**src/rtl/univ_shift_reg_seq.sv**
```systemverilog
// rtl/univ_shift_reg_seq.sv - universal shift register, multi-bit shifts run one bit per cycle
module univ_shift_reg_seq #(
  parameter int WIDTH = 8,
  parameter int CW    = $clog2(WIDTH) + 1
) (
  input  logic             clk,
  input  logic             rst_n,
  input  logic             clr,
  input  logic             start,
  input  logic [2:0]       mode,
  input  logic [CW-1:0]    shamt,
  input  logic [WIDTH-1:0] d,
  input  logic             sin,
  output logic [WIDTH-1:0] q,
  output logic             sout,
  output logic             busy,
  output logic             done
);

  localparam logic [2:0] M_HOLD = 3'b000;
  localparam logic [2:0] M_LOAD = 3'b001;
  localparam logic [2:0] M_SHL  = 3'b010;
  localparam logic [2:0] M_SHR  = 3'b011;
  localparam logic [2:0] M_SRA  = 3'b100;
  localparam logic [2:0] M_ROL  = 3'b101;
  localparam logic [2:0] M_ROR  = 3'b110;

  localparam logic [CW-1:0] WIDTH_C = CW'(WIDTH);

  typedef enum logic {IDLE, SHIFT} state_t;

  state_t            state, state_n;
  logic [WIDTH-1:0]  q_n;
  logic              sout_n, busy_n, done_n;
  logic [CW-1:0]     count, count_n;
  logic [2:0]        mode_r, mode_n;
  logic              is_shift;
  logic [CW-1:0]     shamt_clamped;

  assign is_shift      = (mode == M_SHL) || (mode == M_SHR) || (mode == M_SRA) ||
                         (mode == M_ROL) || (mode == M_ROR);
  assign shamt_clamped = (shamt > WIDTH_C) ? WIDTH_C : shamt;

  always_ff @(posedge clk or negedge rst_n) begin
    if (!rst_n) begin
      state  <= IDLE;
      q      <= '0;
      sout   <= 1'b0;
      busy   <= 1'b0;
      done   <= 1'b0;
      count  <= '0;
      mode_r <= M_HOLD;
    end else begin
      state  <= state_n;
      q      <= q_n;
      sout   <= sout_n;
      busy   <= busy_n;
      done   <= done_n;
      count  <= count_n;
      mode_r <= mode_n;
    end
  end

  always_comb begin
    state_n = state;
    q_n     = q;
    sout_n  = sout;
    busy_n  = busy;
    done_n  = 1'b0;
    count_n = count;
    mode_n  = mode_r;

    if (clr) begin
      state_n = IDLE;
      q_n     = '0;
      sout_n  = 1'b0;
      busy_n  = 1'b0;
      count_n = '0;
    end else begin
      case (state)
        IDLE: begin
          if (start) begin
            if (mode == M_LOAD) begin
              q_n    = d;
              done_n = 1'b1;
            end else if (is_shift && (shamt != '0)) begin
              count_n = shamt_clamped;
              mode_n  = mode;
              busy_n  = 1'b1;
              state_n = SHIFT;
            end else begin
              // hold, reserved, or a zero-length shift completes immediately
              done_n = 1'b1;
            end
          end
        end
        SHIFT: begin
          case (mode_r)
            M_SHL: begin
              q_n    = {q[WIDTH-2:0], sin};
              sout_n = q[WIDTH-1];
            end
            M_SHR: begin
              q_n    = {sin, q[WIDTH-1:1]};
              sout_n = q[0];
            end
            M_SRA: begin
              q_n    = {q[WIDTH-1], q[WIDTH-1:1]};
              sout_n = q[0];
            end
            M_ROL: begin
              q_n    = {q[WIDTH-2:0], q[WIDTH-1]};
              sout_n = q[WIDTH-1];
            end
            M_ROR: begin
              q_n    = {q[0], q[WIDTH-1:1]};
              sout_n = q[0];
            end
            default: q_n = q;
          endcase
          count_n = count - 1'b1;
          if (count == CW'(1)) begin
            busy_n  = 1'b0;
            done_n  = 1'b1;
            state_n = IDLE;
          end
        end
        default: state_n = IDLE;
      endcase
    end
  end

endmodule

```
**config.mk**
```make
export PLATFORM = sky130hd
export DESIGN_NAME = univ_shift_reg_seq
export DESIGN_NICKNAME = d
export VERILOG_FILES = /design/src/rtl/univ_shift_reg_seq.sv
export SDC_FILE = /design/constraint.sdc
export NUM_CORES = 1
export LEC_CHECK = 0
export ABC_AREA = 0
export BUFFER_PORTS_ARGS = -buffer_cell sky130_fd_sc_hd__buf_2
export CELL_PAD_IN_SITES_DETAIL_PLACEMENT = 1
export CELL_PAD_IN_SITES_GLOBAL_PLACEMENT = 2
export CORE_MARGIN = 3
export CORE_UTILIZATION = 31
export DETAILED_ROUTE_END_ITERATION = 8
export PLACE_DENSITY = 0.87
export SLEW_MARGIN = 20
export SYNTH_ARGS = -nofsm -noshare
export SYNTH_HDL_FRONTEND = slang
export SYNTH_SLANG_ARGS = --single-unit
```
**constraint.sdc**
```tcl
create_clock -name clk -period 2.1 [get_ports clk]
set_input_delay 0.105 -clock clk [delete_from_list [all_inputs] [get_ports clk]]
set_output_delay 0.105 -clock clk [all_outputs]
set_load 0.01 [all_outputs]
```
==> results by group, run 1 <==
Status
  – Outcome: finished, final reports clean

Global routing
  – Pin count of the biggest net entering global routing: 28
  – Initial antenna violation count: 0
  – Vias in the first global route: 1357
  – GR Overflow Total: 0
  – Total GRT Usage: 16.4%
  – First-pass GRT wire length: 6770 um

Setup path
  – Crit-path max FO: 27
  – Crit path DAT: 1.92 ns
  – Reg2Reg Setup Slack: 0.37 ns
  – WS Path Type: flop to flop
  – CP Data Required Time: 2.29 ns
  – Crit. End Element: flop
  – Startpoint Class: flop

Yosys
  – Synth warn: 0
  – Number of synthesized register bits: 19
  – Mean Syn Cell Area: 8.87 um2
  – Post-synth EDFFs: 0
  – Post-Synthesis Cells: 151
  – Synth Area in Compound Gates: 31.5%
  – Syn Std Cell Area: 1340 um2
  – Post-Synth Simple-Gate Area: 22.5%
  – Main synth FF type: dfrtp_1
  – Distinct cells, synth: 47
  – Register area share after synthesis: 35.5%
  – Combinational family with the most area after synthesis: compound AO/OA/AOI/OAI gates
  – Adder-cell area share of the yosys netlist: 1.87%
  – Post-Synth XOR/XNOR Area: 1.96%
  – Net Count, Synth: 173
  – Mux share of post-synthesis cell area: 0.748%
  – Post-synthesis async set-or-reset flop share: 100%

Placement
  – RD Place Congestion: 0.822
  – Post-DP HPWL: 2900 um
  – IO buf count: 30
  – Place WS: 0.389 ns

Clock tree
  – Post-cts resize count: 0
  – Total clock sinks: 19
  – Setup bufs post-CTS: 0
  – H-Tree Depth: 1
  – Clock Latency Late Sink: 0.25 ns
  – Longest Clk Path Bufs: 2
  – CTS clock-pin slew for the worst setup and hold paths: 0.08 ns
  – Cts hold-fix bufs: 1
  – TritonCTS Buffers: 3
  – CTS tree: done
  – CTS root buffer: clkbuf_8

STA
  – RSZ-0062 raised after global routing: false
  – Hold Fails Final Rpt: 0
  – Setup TNS after final layout: 0 ns
  – Final setup viols: 0
  – Fin crit period: 1.73 ns
  – Max-slew violations: 0
  – Worst Skew: 0.00146 ns
  – Setup ws final: 0.369 ns
  – Worst slew pin tran: 0.563 ns
  – Ratio of final minimum period to clock period: 82.4%
  – Fmax achieved: 578 MHz
  – WHS: 0.200 ns
  – Slew headroom: 62.5%

Layout
  – Diode count: 0
  – Share of layout cells above drive strength 1: 25.7%
  – Nets: 198
  – FILL cells: 501
  – Utilization after layout: 38.2%
  – Syn-to-layout area delta: 16.4%

Floorplanning
  – Starting Density: 32.8%
  – CORE AREA: 4090 um2
  – Top-Level Pins: 31
  – # rows: 23
  – Die Span Y: 71.7 um
  – Die footprint: 5140 um2
  – DIE WIDTH: 71.7 um

Routing
  – Final ANT Viol Nets: 0
  – Vias per cell: 5.80
  – Drt wl/cell: 17.2 um
  – DRT Pass-1 Iters: 4
  – Residual DRC: 0
  – Final WL: 3870 um
  – Vias: 1304
  – Number of DRC markers in iteration 0: 66

Power and ir drop
  – Pint: 715 uW
  – Sw power: 428 uW
  – Final total power: 1.14 mW
  – Power per cell area: 733 nW/um2
  – P_leak: 0.690 nW
  – Gate power share: 33.7%
  – Max VDD drop: 268 uV
  – Reg power frac: 43.6%
  – Sw Ratio: 37.4%
  – Share of power burned in the clock network: 22.7%

Worst hold path
  – Worst Hold Class: primary input to flop

Flow run
  – # Max-Cap Violations: 0
[synth_stat cells (all sizes together), types with 3 or more instances]
| cell type | n | area [um2] |
|---|---|---|
| dfrtp | 19 | 475 |
| nor2 | 15 | 56.3 |
| nand3 | 13 | 70.1 |
| a31oi | 11 | 68.8 |
| buf | 8 | 41.3 |
| o21ai | 8 | 40.0 |
| a22o | 7 | 61.3 |
| inv | 6 | 22.5 |
| a21oi | 4 | 20.0 |
| a221oi | 4 | 47.6 |
| clkbuf | 4 | 15.0 |
| nand2 | 4 | 15.0 |
| and3b | 3 | 26.3 |
| nand2b | 3 | 18.8 |
| nor2b | 3 | 18.8 |
| nor3b | 3 | 33.8 |
| or2 | 3 | 18.8 |
| xnor2 | 3 | 26.3 |
[flip-flops by register name, indices dropped and copies added, names as in the netlist]
register and cells:
q 8, done 1, busy 1, sout 1
mode_r 3, state 1, count 4
[layout make-up]
class                   instances  area [um2]  share of cell area, %
clock buffers                   3        41.3                   2.65
clock inverters                 1        5.00                  0.321
repair buffers                 32         168                   10.8
flip-flops and latches         19         475                   30.5
inverters                       6        22.5                   1.44
well taps                      50        62.6                   4.01
multi-input cells             114         785                   50.3
[power groups by stage]
stage / registers, mW / clock network, mW / logic, mW
4_1_cts: 0.498 / 0.267 / 0.390
3_3_place_gp: 0.500 / 0 / 0.369
5_1_grt: 0.510 / 0.293 / 0.436
2_1_floorplan: 0.469 / 0 / 0.296
3_5_place_dp: 0.505 / 0 / 0.386
6_report: 0.499 / 0.260 / 0.385
[worst max-delay path, cell delays in order, from the launching register on]
cell and delay, ns:
dfrtp_1 0.41, buf_4 0.32, o211ai_1 0.19, a21oi_1 0.49
a22o_1 0.25
[cell usage in the layout (no fill, tap or decap), drive strengths merged, types with 6 or more instances in the layout]
| master | synthesis | layout |
|---|---|---|
| a31oi | 11 | 11 |
| a22o | 7 | 7 |
| nand3 | 13 | 13 |
| buf | 8 | 31 |
| nor2 | 15 | 15 |
| inv | 6 | 6 |
| o21ai | 8 | 8 |
| dfrtp | 19 | 19 |
[logic make-up (layout without fill, tap and decap cells)]
group / count (synthesis) / after routing
flops: 19 / 19
buf+inv: 18 / 42
xor+xnor: 3 / 3
compound gates: 55 / 55
mux: 1 / 1
fa+ha+maj: 2 / 2
simple gates: 53 / 53
[path summary, 6_finish.rpt]
check	start	endpoint	cells past startpoint
worst max-delay path	state	q[3]	4
worst min-delay path	mode[2]	mode_r[2]	2
worst max register to register	state	q[3]	4
worst min register to register	count[0]	count[0]	1
max in group asynchronous	rst_n	q[2]	2
min in group asynchronous	rst_n	count[1]	2
[metal layers]
layer	GRT usage [%]	share of wire [%]	up-vias
met5	0	0	-
met4	3.76	0.49	0
met3	2.10	3.6	2
met2	27.6	49	23
met1	22.4	46	652
li1	-	-	627
[per-stage QoR]
step / area, um2 / std cells
finish: 1560 / 225
global placement: 1500 / 220
CTS: 1560 / 225
floorplan: 1340 / 151
global route: 1560 / 225
detailed placement: 1500 / 220
No activity file was read; power rests on OpenSTA's default activity.
==> run 2, diff against run 1 <==
ABC_AREA = 1   (was 0)
CORE_UTILIZATION = 29   (was 31)
clock period = 1.6 ns   (was 2.1 ns; I/O delays follow)
==> run 2 against run 1 <==
  * Flip-flop and latch count is the same
  * Die area is 6.7% higher
  * Fmax rose by 24%
  * Synthesized cell count is 25% higher
  * Critical path type unchanged
  * Worst setup slack got worse by 0.16 ns
  * Clock power is 35% higher
==> results by group, run 2 <==
Power and ir drop
  – Gate power share: 37.8% (was 33.7%)
  – Reg power frac: 41.3% (was 43.6%)
  – P_leak: 0.842 nW (was 0.690 nW)
  – Power per cell area: 1060 nW/um2 (was 733 nW/um2)
  – Sw power: 709 uW (was 428 uW)
  – Pint: 977 uW (was 715 uW)
  – Max VDD drop: 327 uV (was 268 uV)
  – Share of power burned in the clock network: 20.9% (was 22.7%)
  – Sw Ratio: 42.1% (was 37.4%)

Global routing
  – Initial antenna violation count: 0 (unchanged)
  – Pin count of the biggest net entering global routing: 20 (was 28)
  – Total GRT Usage: 14.1% (was 16.4%)
  – GR Overflow Total: 0 (unchanged)
  – Vias in the first global route: 1313 (was 1357)
  – First-pass GRT wire length: 6110 um (was 6770 um)

Setup path
  – Critical path's slowest cell: dfrtp_2 (was a21oi_1)
  – Critical Path Max Stage Delay: 0.51 ns (was 0.49 ns)
  – Cell Chain, Critical Path: inv_6, nand3_2, nand2_4, nor2_1, o21ai_1, nand2_1, nand2_1, nand2_1 (was buf_4, o211ai_1, a21oi_1, a22o_1)
  – Reg2Reg Setup Slack: 0.21 ns (was 0.37 ns)
  – CP top delay family: simple AND/OR/NAND/NOR gates (was compound AO/OA/AOI/OAI gates)
  – Startpoint Class: flop (unchanged)
  – CP most frequent cell: nand2_1
  – Crit path DAT: 1.55 ns (was 1.92 ns)
  – WS Path Type: flop to flop (unchanged)
  – CP Data Required Time: 1.76 ns (was 2.29 ns)
  – Crit. End Element: flop (unchanged)
  – Worst path bufs/invs: 1 (unchanged)
  – Crit-path max FO: 14 (was 27)

Layout
  – FILL cells: 577 (was 501)
  – Max reg flops: 8 (unchanged)
  – Syn-to-layout area delta: 18.7% (was 16.4%)
  – Diode count: 0 (unchanged)
  – Nets: 246 (was 198)
  – Biggest register: q (unchanged)
  – Share of layout cells above drive strength 1: 27.4% (was 25.7%)
  – Commonest non-fill, non-tap cells in the layout: nand2_1 (56), buf_2 (30), inv_1 (20) (was buf_2 (30), dfrtp_1 (19), nor2_1 (15))
  – Largest regs: q x8, count x4, mode_r x3 (unchanged)
  – Most common cell after layout, fill and taps aside: nand2_1 (was buf_2)
  – Post-Layout Cell Count: 275 (was 225)

Yosys
  – Syn Std Cell Area: 1340 um2 (about the same)
  – Synth warn: 0 (unchanged)
  – Largest cells by area after synthesis: dfrtp_1 (35%), nand2_1 (16%), nand3_1 (6.0%) (was dfrtp_1 (36%), a31oi_1 (5.1%), a22o_1 (4.6%))
  – Top-count cell post-synth: nand2_1 (was dfrtp_1)
  – Post-synth EDFFs: 0 (unchanged)
  – Main synth FF type: dfrtp_1 (unchanged)
  – Post-synthesis async set-or-reset flop share: 100% (unchanged)
  – Number of synthesized register bits: 19 (unchanged)
  – Commonest cells in the netlist: nand2_1 (56), inv_1 (20), dfrtp_1 (19) (was dfrtp_1 (19), nor2_1 (15), nand3_1 (12))
  – Area fraction of the dominant cell type after synthesis: 35.4% (was 35.5%)
  – Cell accounting for the most synthesized area: dfrtp_1 (unchanged)
  – Mean Syn Cell Area: 7.11 um2 (was 8.87 um2)
  – Register area share after synthesis: 35.4% (was 35.5%)
  – Distinct cells, synth: 29 (was 47)
  – Post-Synthesis Cells: 189 (was 151)
  – Net Count, Synth: 211 (was 173)

Clock tree
  – Setup bufs post-CTS: 0 (unchanged)
  – Clock Latency Late Sink: 0.26 ns (was 0.25 ns)
  – CTS clock-pin slew for the worst setup and hold paths: 0.08 ns (about the same)
  – Longest Clk Path Bufs: 2 (unchanged)
  – Total clock sinks: 19 (unchanged)
  – CTS tree: done (unchanged)
  – TritonCTS Buffers: 3 (unchanged)
  – CTS root buffer: clkbuf_8 (unchanged)
  – H-Tree Depth: 1 (unchanged)

STA
  – Ratio of final minimum period to clock period: 87.2% (was 82.4%)
  – Setup TNS after final layout: 0 ns (unchanged)
  – Setup ws final: 0.205 ns (was 0.369 ns)
  – Fmax achieved: 717 MHz (was 578 MHz)
  – Fin crit period: 1.39 ns (was 1.73 ns)
  – Worst Skew: 0.00262 ns (was 0.00146 ns)
  – Worst slew pin tran: 0.459 ns (was 0.563 ns)
  – Max-slew violations: 0 (unchanged)
  – Slew headroom: 69.4% (was 62.5%)
  – Hold Fails Final Rpt: 0 (unchanged)
  – WHS: 0.0611 ns (was 0.200 ns)
  – Final setup viols: 0 (unchanged)
  – RSZ-0062 raised after global routing: false (unchanged)

Floorplanning
  – Starting Density: 30.4% (was 32.8%)
  – Top-Level Pins: 31 (unchanged)
  – # rows: 24 (was 23)
  – Die footprint: 5490 um2 (was 5140 um2)
  – Die Span Y: 74.1 um (was 71.7 um)
  – DIE WIDTH: 74.1 um (was 71.7 um)
  – CORE AREA: 4410 um2 (was 4090 um2)

Placement
  – RD Place Congestion: 0.753 (was 0.822)
  – Post-DP HPWL: 2770 um (was 2900 um)
  – IO buf count: 30 (unchanged)
  – Place WS: 0.155 ns (was 0.389 ns)
  – Dpl cells: 270 (was 220)

Routing
  – Number of DRC markers in iteration 0: 58 (was 66)
  – Vias: 1309 (was 1304)
  – Vias per cell: 4.76 (was 5.80)
  – Drt wl/cell: 13.1 um (was 17.2 um)
  – Final ANT Viol Nets: 0 (unchanged)
  – Final WL: 3600 um (was 3870 um)
  – Residual DRC: 0 (unchanged)
  – DRT Pass-1 Iters: 4 (unchanged)

Flow run
  – # Max-Cap Violations: 0 (unchanged)

Worst hold path
  – Worst Hold Class: primary input to flop (unchanged)

Status
  – Outcome: finished, final reports clean (unchanged)
==> run 2: cell types whose count changed in the layout (fill, tap and decap cells not counted), sizes merged, moves of 5 or more <==
cell | previous run | this run
a21oi | 4 | 11
a22o | 7 | 0
a31oi | 11 | 1
o21ai | 8 | 19
nand2 | 4 | 61
nor2 | 15 | 20
nand3 | 13 | 18
inv | 6 | 25
==> run 2: final timing paths <==
path                           start   endpoint  depth (start not counted)
hold / removal               mode[0]  mode_r[0]                          3
max in group asynchronous      rst_n  mode_r[2]                          2
setup reg to reg           mode_r[2]       q[7]                          8
setup / recovery           mode_r[2]       q[7]                          8
hold reg to reg                 busy       busy                          2
min in group asynchronous      rst_n       sout                          2
==> run 2: final cells by class <==
cell class              count  area [um2]  area share [%]
clock buffers               3        41.3            2.59
clock inverters             1        5.00           0.314
inverters                  25        98.8            6.20
multi-input cells         141         726            45.5
flip-flops and latches     19         477            29.9
well taps                  52        65.1            4.08
repair buffers             34         183            11.5
==> run 2: layer usage <==
layer  wire length, um  global-route usage, %  vias to the layer above
li1                  -                      -                      677
met1              1860                   20.3                      601
met2              1570                   21.8                       24
met3               117                   2.03                        7
met4                53                   4.23                        0
met5                 0                      0                        -
==> run 2: what timing repair did <==
action / 4_1_cts / 5_1_grt
hold buffers: 1 / 0
endpoints found under the hold margin: 19 / 0
resized for setup: 0 / 1
setup endpoints to repair: 0 / 2
==> run 2: cells by family after synthesis <==
group	share of synthesized area (%)
AOI/OAI and AO/OA	15.1
xor gates and xnor gates	0.652
adders and majority gates	1.86
buffers and inverters	10.6
DFF	35.4
and+or+nand+nor	36.4
==> run 2: power groups by stage <==
| stage | combinational [mW] | sequential (mW) | clock, mW |
|---|---|---|---|
| floorplan | 0.499 | 0.683 | 0 |
| global placement | 0.633 | 0.702 | 0 |
| detailed placement | 0.640 | 0.703 | 0 |
| CTS | 0.647 | 0.694 | 0.373 |
| global route | 0.730 | 0.712 | 0.387 |
| finish | 0.638 | 0.697 | 0.352 |
==> run 2: tightest hold or removal path, delay by kind of cell <==
family | cells | cell delay (ns)
AO/OA/AOI/OAI | 1 | 0.06
buffers and inverters | 1 | 0.10
AND/OR/NAND/NOR | 1 | 0.05
==> run 2: through the flow <==
step                power, mW  util [%]  area [um2]
global route             1.83      36.1        1600
detailed placement       1.34      34.8        1540
global placement         1.33      34.8        1540
finish                   1.69      36.1        1600
floorplan                1.18         -        1340
CTS                      1.71      36.1        1590
==> run 3, diff against run 2 <==
ABC_AREA = 0   (was 1)
CORE_UTILIZATION = 25   (was 29)
PLACE_DENSITY = 0.74   (was 0.87)
==> run 3 against run 2 <==
  * Final area rose by 3.9%
  * Non-clock buffer count rose by 6
  * Clock-buffer cell count did not move
  * Flip-flop and latch count did not move
  * Critical endpoint is now q[0]
  * Critical path type unchanged
  * Register-to-register slack got worse by 0.14 ns
  * Worst hold slack improved by 0.11 ns
  * Sequential power fell by 6.5%
  * Core utilization fell by 3.9 points
  * Critical path depth fell by 3
==> results by group, run 3 (synthesis gave the netlist of run 1 again) <==
Routing
  – Drt wl/cell: 16.0 um (was 13.1 um)
  – Residual DRC: 0 (unchanged)
  – Vias per cell: 5.33 (was 4.76)
  – Final WL: 4040 um (was 3600 um)
  – Final ANT Viol Nets: 0 (unchanged)
  – Vias: 1348 (was 1309)
  – DRT Pass-1 Iters: 4 (unchanged)
  – Number of DRC markers in iteration 0: 73 (was 58)

Flow run
  – # Max-Cap Violations: 0 (unchanged)

Global routing
  – M3 GR Usage: 2.04% (was 2.03%)
  – GR Overflow Total: 0 (unchanged)
  – Met2 usage: 23.0% (was 21.8%)
  – M1 GR Usage: 17.9% (was 20.3%)
  – First-pass GRT wire length: 6760 um (was 6110 um)
  – Vias in the first global route: 1360 (was 1313)
  – Total GRT Usage: 13.3% (was 14.1%)
  – Pin count of the biggest net entering global routing: 21 (was 20)
  – Initial antenna violation count: 0 (unchanged)
  – Grt peak-use layer: met2 (unchanged)

Power and ir drop
  – Gate power share: 36.3% (was 37.8%)
  – Pint: 980 uW (was 977 uW)
  – P_leak: 0.727 nW (was 0.842 nW)
  – Sw power: 583 uW (was 709 uW)
  – Share of power burned in the clock network: 22.0% (was 20.9%)
  – Power per cell area: 943 nW/um2 (was 1060 nW/um2)
  – Sw Ratio: 37.3% (was 42.1%)
  – Final total power: 1.56 mW (was 1.69 mW)
  – Max VDD drop: 458 uV (was 327 uV)
  – Reg power frac: 41.7% (was 41.3%)

Setup path
  – Worst setup startpoint: mode_r[2] (unchanged)
  – Critical path's slowest cell: dfrtp_2 (unchanged)
  – Crit path DAT: 1.73 ns (was 1.55 ns)
  – CP top delay family: compound AO/OA/AOI/OAI gates (was simple AND/OR/NAND/NOR gates)
  – CP Data Required Time: 1.80 ns (was 1.76 ns)
  – WS Path Type: flop to flop (unchanged)
  – Reg2reg start: mode_r[2] (unchanged)
  – Startpoint Class: flop (unchanged)
  – Crit-path max FO: 14 (unchanged)
  – Crit. End Element: flop (unchanged)
  – Critical Path Max Stage Delay: 0.50 ns (was 0.51 ns)
  – Worst path bufs/invs: 1 (unchanged)
  – Cell Chain, Critical Path: buf_4, nor3b_1, a21o_1, a211oi_1, o32a_1 (was inv_6, nand3_2, nand2_4, nor2_1, o21ai_1, nand2_1, nand2_1, nand2_1)

Layout
  – Biggest register: q (unchanged)
  – Most common cell after layout, fill and taps aside: buf_2 (was nand2_1)
  – Syn-to-layout area delta: 23.8% (was 18.7%)
  – Commonest non-fill, non-tap cells in the layout: buf_2 (30), dfrtp_1 (15), nor2_1 (14) (was nand2_1 (56), buf_2 (30), inv_1 (20))
  – Diode count: 0 (unchanged)
  – Utilization after layout: 32.3% (was 36.1%)
  – Final Cell Area: 1660 um2 (was 1600 um2)
  – Reg area: 480 um2 (was 477 um2)
  – Share of layout cells above drive strength 1: 32.2% (was 27.4%)
  – Nets: 206 (was 246)
  – FILL cells: 645 (was 577)
  – Max reg flops: 8 (unchanged)
  – Multi-input gate area: 793 um2 (was 726 um2)
  – Post-Layout Cell Count: 253 (was 275)
  – Largest regs: q x8, count x4, mode_r x3 (unchanged)

Placement
  – DP Area: 1570 um2 (was 1540 um2)
  – Place WS: -0.00239 ns (was 0.155 ns)
  – Dpl cells: 246 (was 270)
  – Post-DP HPWL: 3040 um (was 2770 um)
  – RD Place Congestion: 0.764 (was 0.753)
  – IO buf count: 30 (unchanged)

STA
  – Fmax achieved: 652 MHz (was 717 MHz)
  – WHS: 0.170 ns (was 0.0611 ns)
  – Ratio of final minimum period to clock period: 95.8% (was 87.2%)
  – Final setup viols: 0 (unchanged)
  – Hold Fails Final Rpt: 0 (unchanged)
  – Slew headroom: 68.8% (was 69.4%)
  – Fin crit period: 1.53 ns (was 1.39 ns)
  – Worst slew pin tran: 0.468 ns (was 0.459 ns)
  – Setup ws final: 0.0669 ns (was 0.205 ns)
  – Setup TNS after final layout: 0 ns (unchanged)
  – Max-slew violations: 0 (unchanged)
  – Worst Skew: 0.00872 ns (was 0.00262 ns)

Floorplanning
  – Die Span Y: 79.2 um (was 74.1 um)
  – DIE WIDTH: 79.2 um (was 74.1 um)
  – CORE AREA: 5140 um2 (was 4410 um2)
  – Starting Density: 26.0% (was 30.4%)
  – Top-Level Pins: 31 (unchanged)
  – # rows: 26 (was 24)
  – Die footprint: 6270 um2 (was 5490 um2)

Clock tree
  – Total clock sinks: 19 (unchanged)
  – Longest Clk Path Bufs: 2 (unchanged)
  – Clock Latency Late Sink: 0.26 ns (about the same)
  – CTS root buffer: clkbuf_8 (unchanged)
  – CTS tree: done (unchanged)
  – TritonCTS Buffers: 3 (unchanged)
  – CTS clock-pin slew for the worst setup and hold paths: 0.08 ns (about the same)
  – H-Tree Depth: 1 (unchanged)

Status
  – Outcome: finished, final reports clean (unchanged)

Worst hold path
  – Worst Hold Launch: mode[2] (was mode[0])
  – Worst Hold Class: primary input to flop (unchanged)
## run 3: cell count changes in the layout (fill, tap and decap cells not counted), sizes merged, moves of 4 or more
cell	change
a21oi	-7
a221oi	+4
a22o	+7
a31oi	+10
buf	+6
inv	-19
nand2	-57
nand3	-5
nor2	-5
o21ai	-11
## run 3: worst paths after layout
check,depth (start not counted),slack (ns),endpoint
setup reg to reg,5,0.07,q[0]
hold / removal,2,0.17,mode_r[2]
min in group asynchronous,2,0.30,q[5]
hold reg to reg,1,0.56,q[3]
setup / recovery,5,0.07,q[0]
max in group asynchronous,2,0.95,state
## run 3: layer usage
metal	wire length, um	up-vias
met5	0	-
met3	146	2
li1	-	645
met4	8	0
met1	1870	674
met2	2010	27
## run 3: area by class of cell
cell class	instances	share of cell area, %
multi-input cells	114	47.8
flip-flops and latches	19	29.0
repair buffers	40	13.7
well taps	70	5.28
clock buffers	3	2.49
inverters	6	1.36
clock inverters	1	0.302
## run 3: power groups by stage
stage          clock, mW  sequential (mW)  combinational [mW]
2_1_floorplan          0            0.615               0.389
3_3_place_gp           0            0.652               0.538
3_5_place_dp           0            0.656               0.557
4_1_cts            0.356            0.646               0.560
5_1_grt            0.379            0.668               0.637
6_report           0.343            0.652               0.567
## run 3: timing repair
item                                    4_1_cts  5_1_grt
endpoints found under the setup margin        0       10
hold endpoints to repair                     19        0
buffers inserted                              0        2
resized for setup                             0        7
hold buffers                                  1        0
## run 3: worst register-to-register path, delay by kind of cell (launching register included)
kind / cells / cell delay, ns
buf+inv: 1 / 0.19
flops: 1 / 0.50
simple gates: 1 / 0.14
compound gates: 3 / 0.64
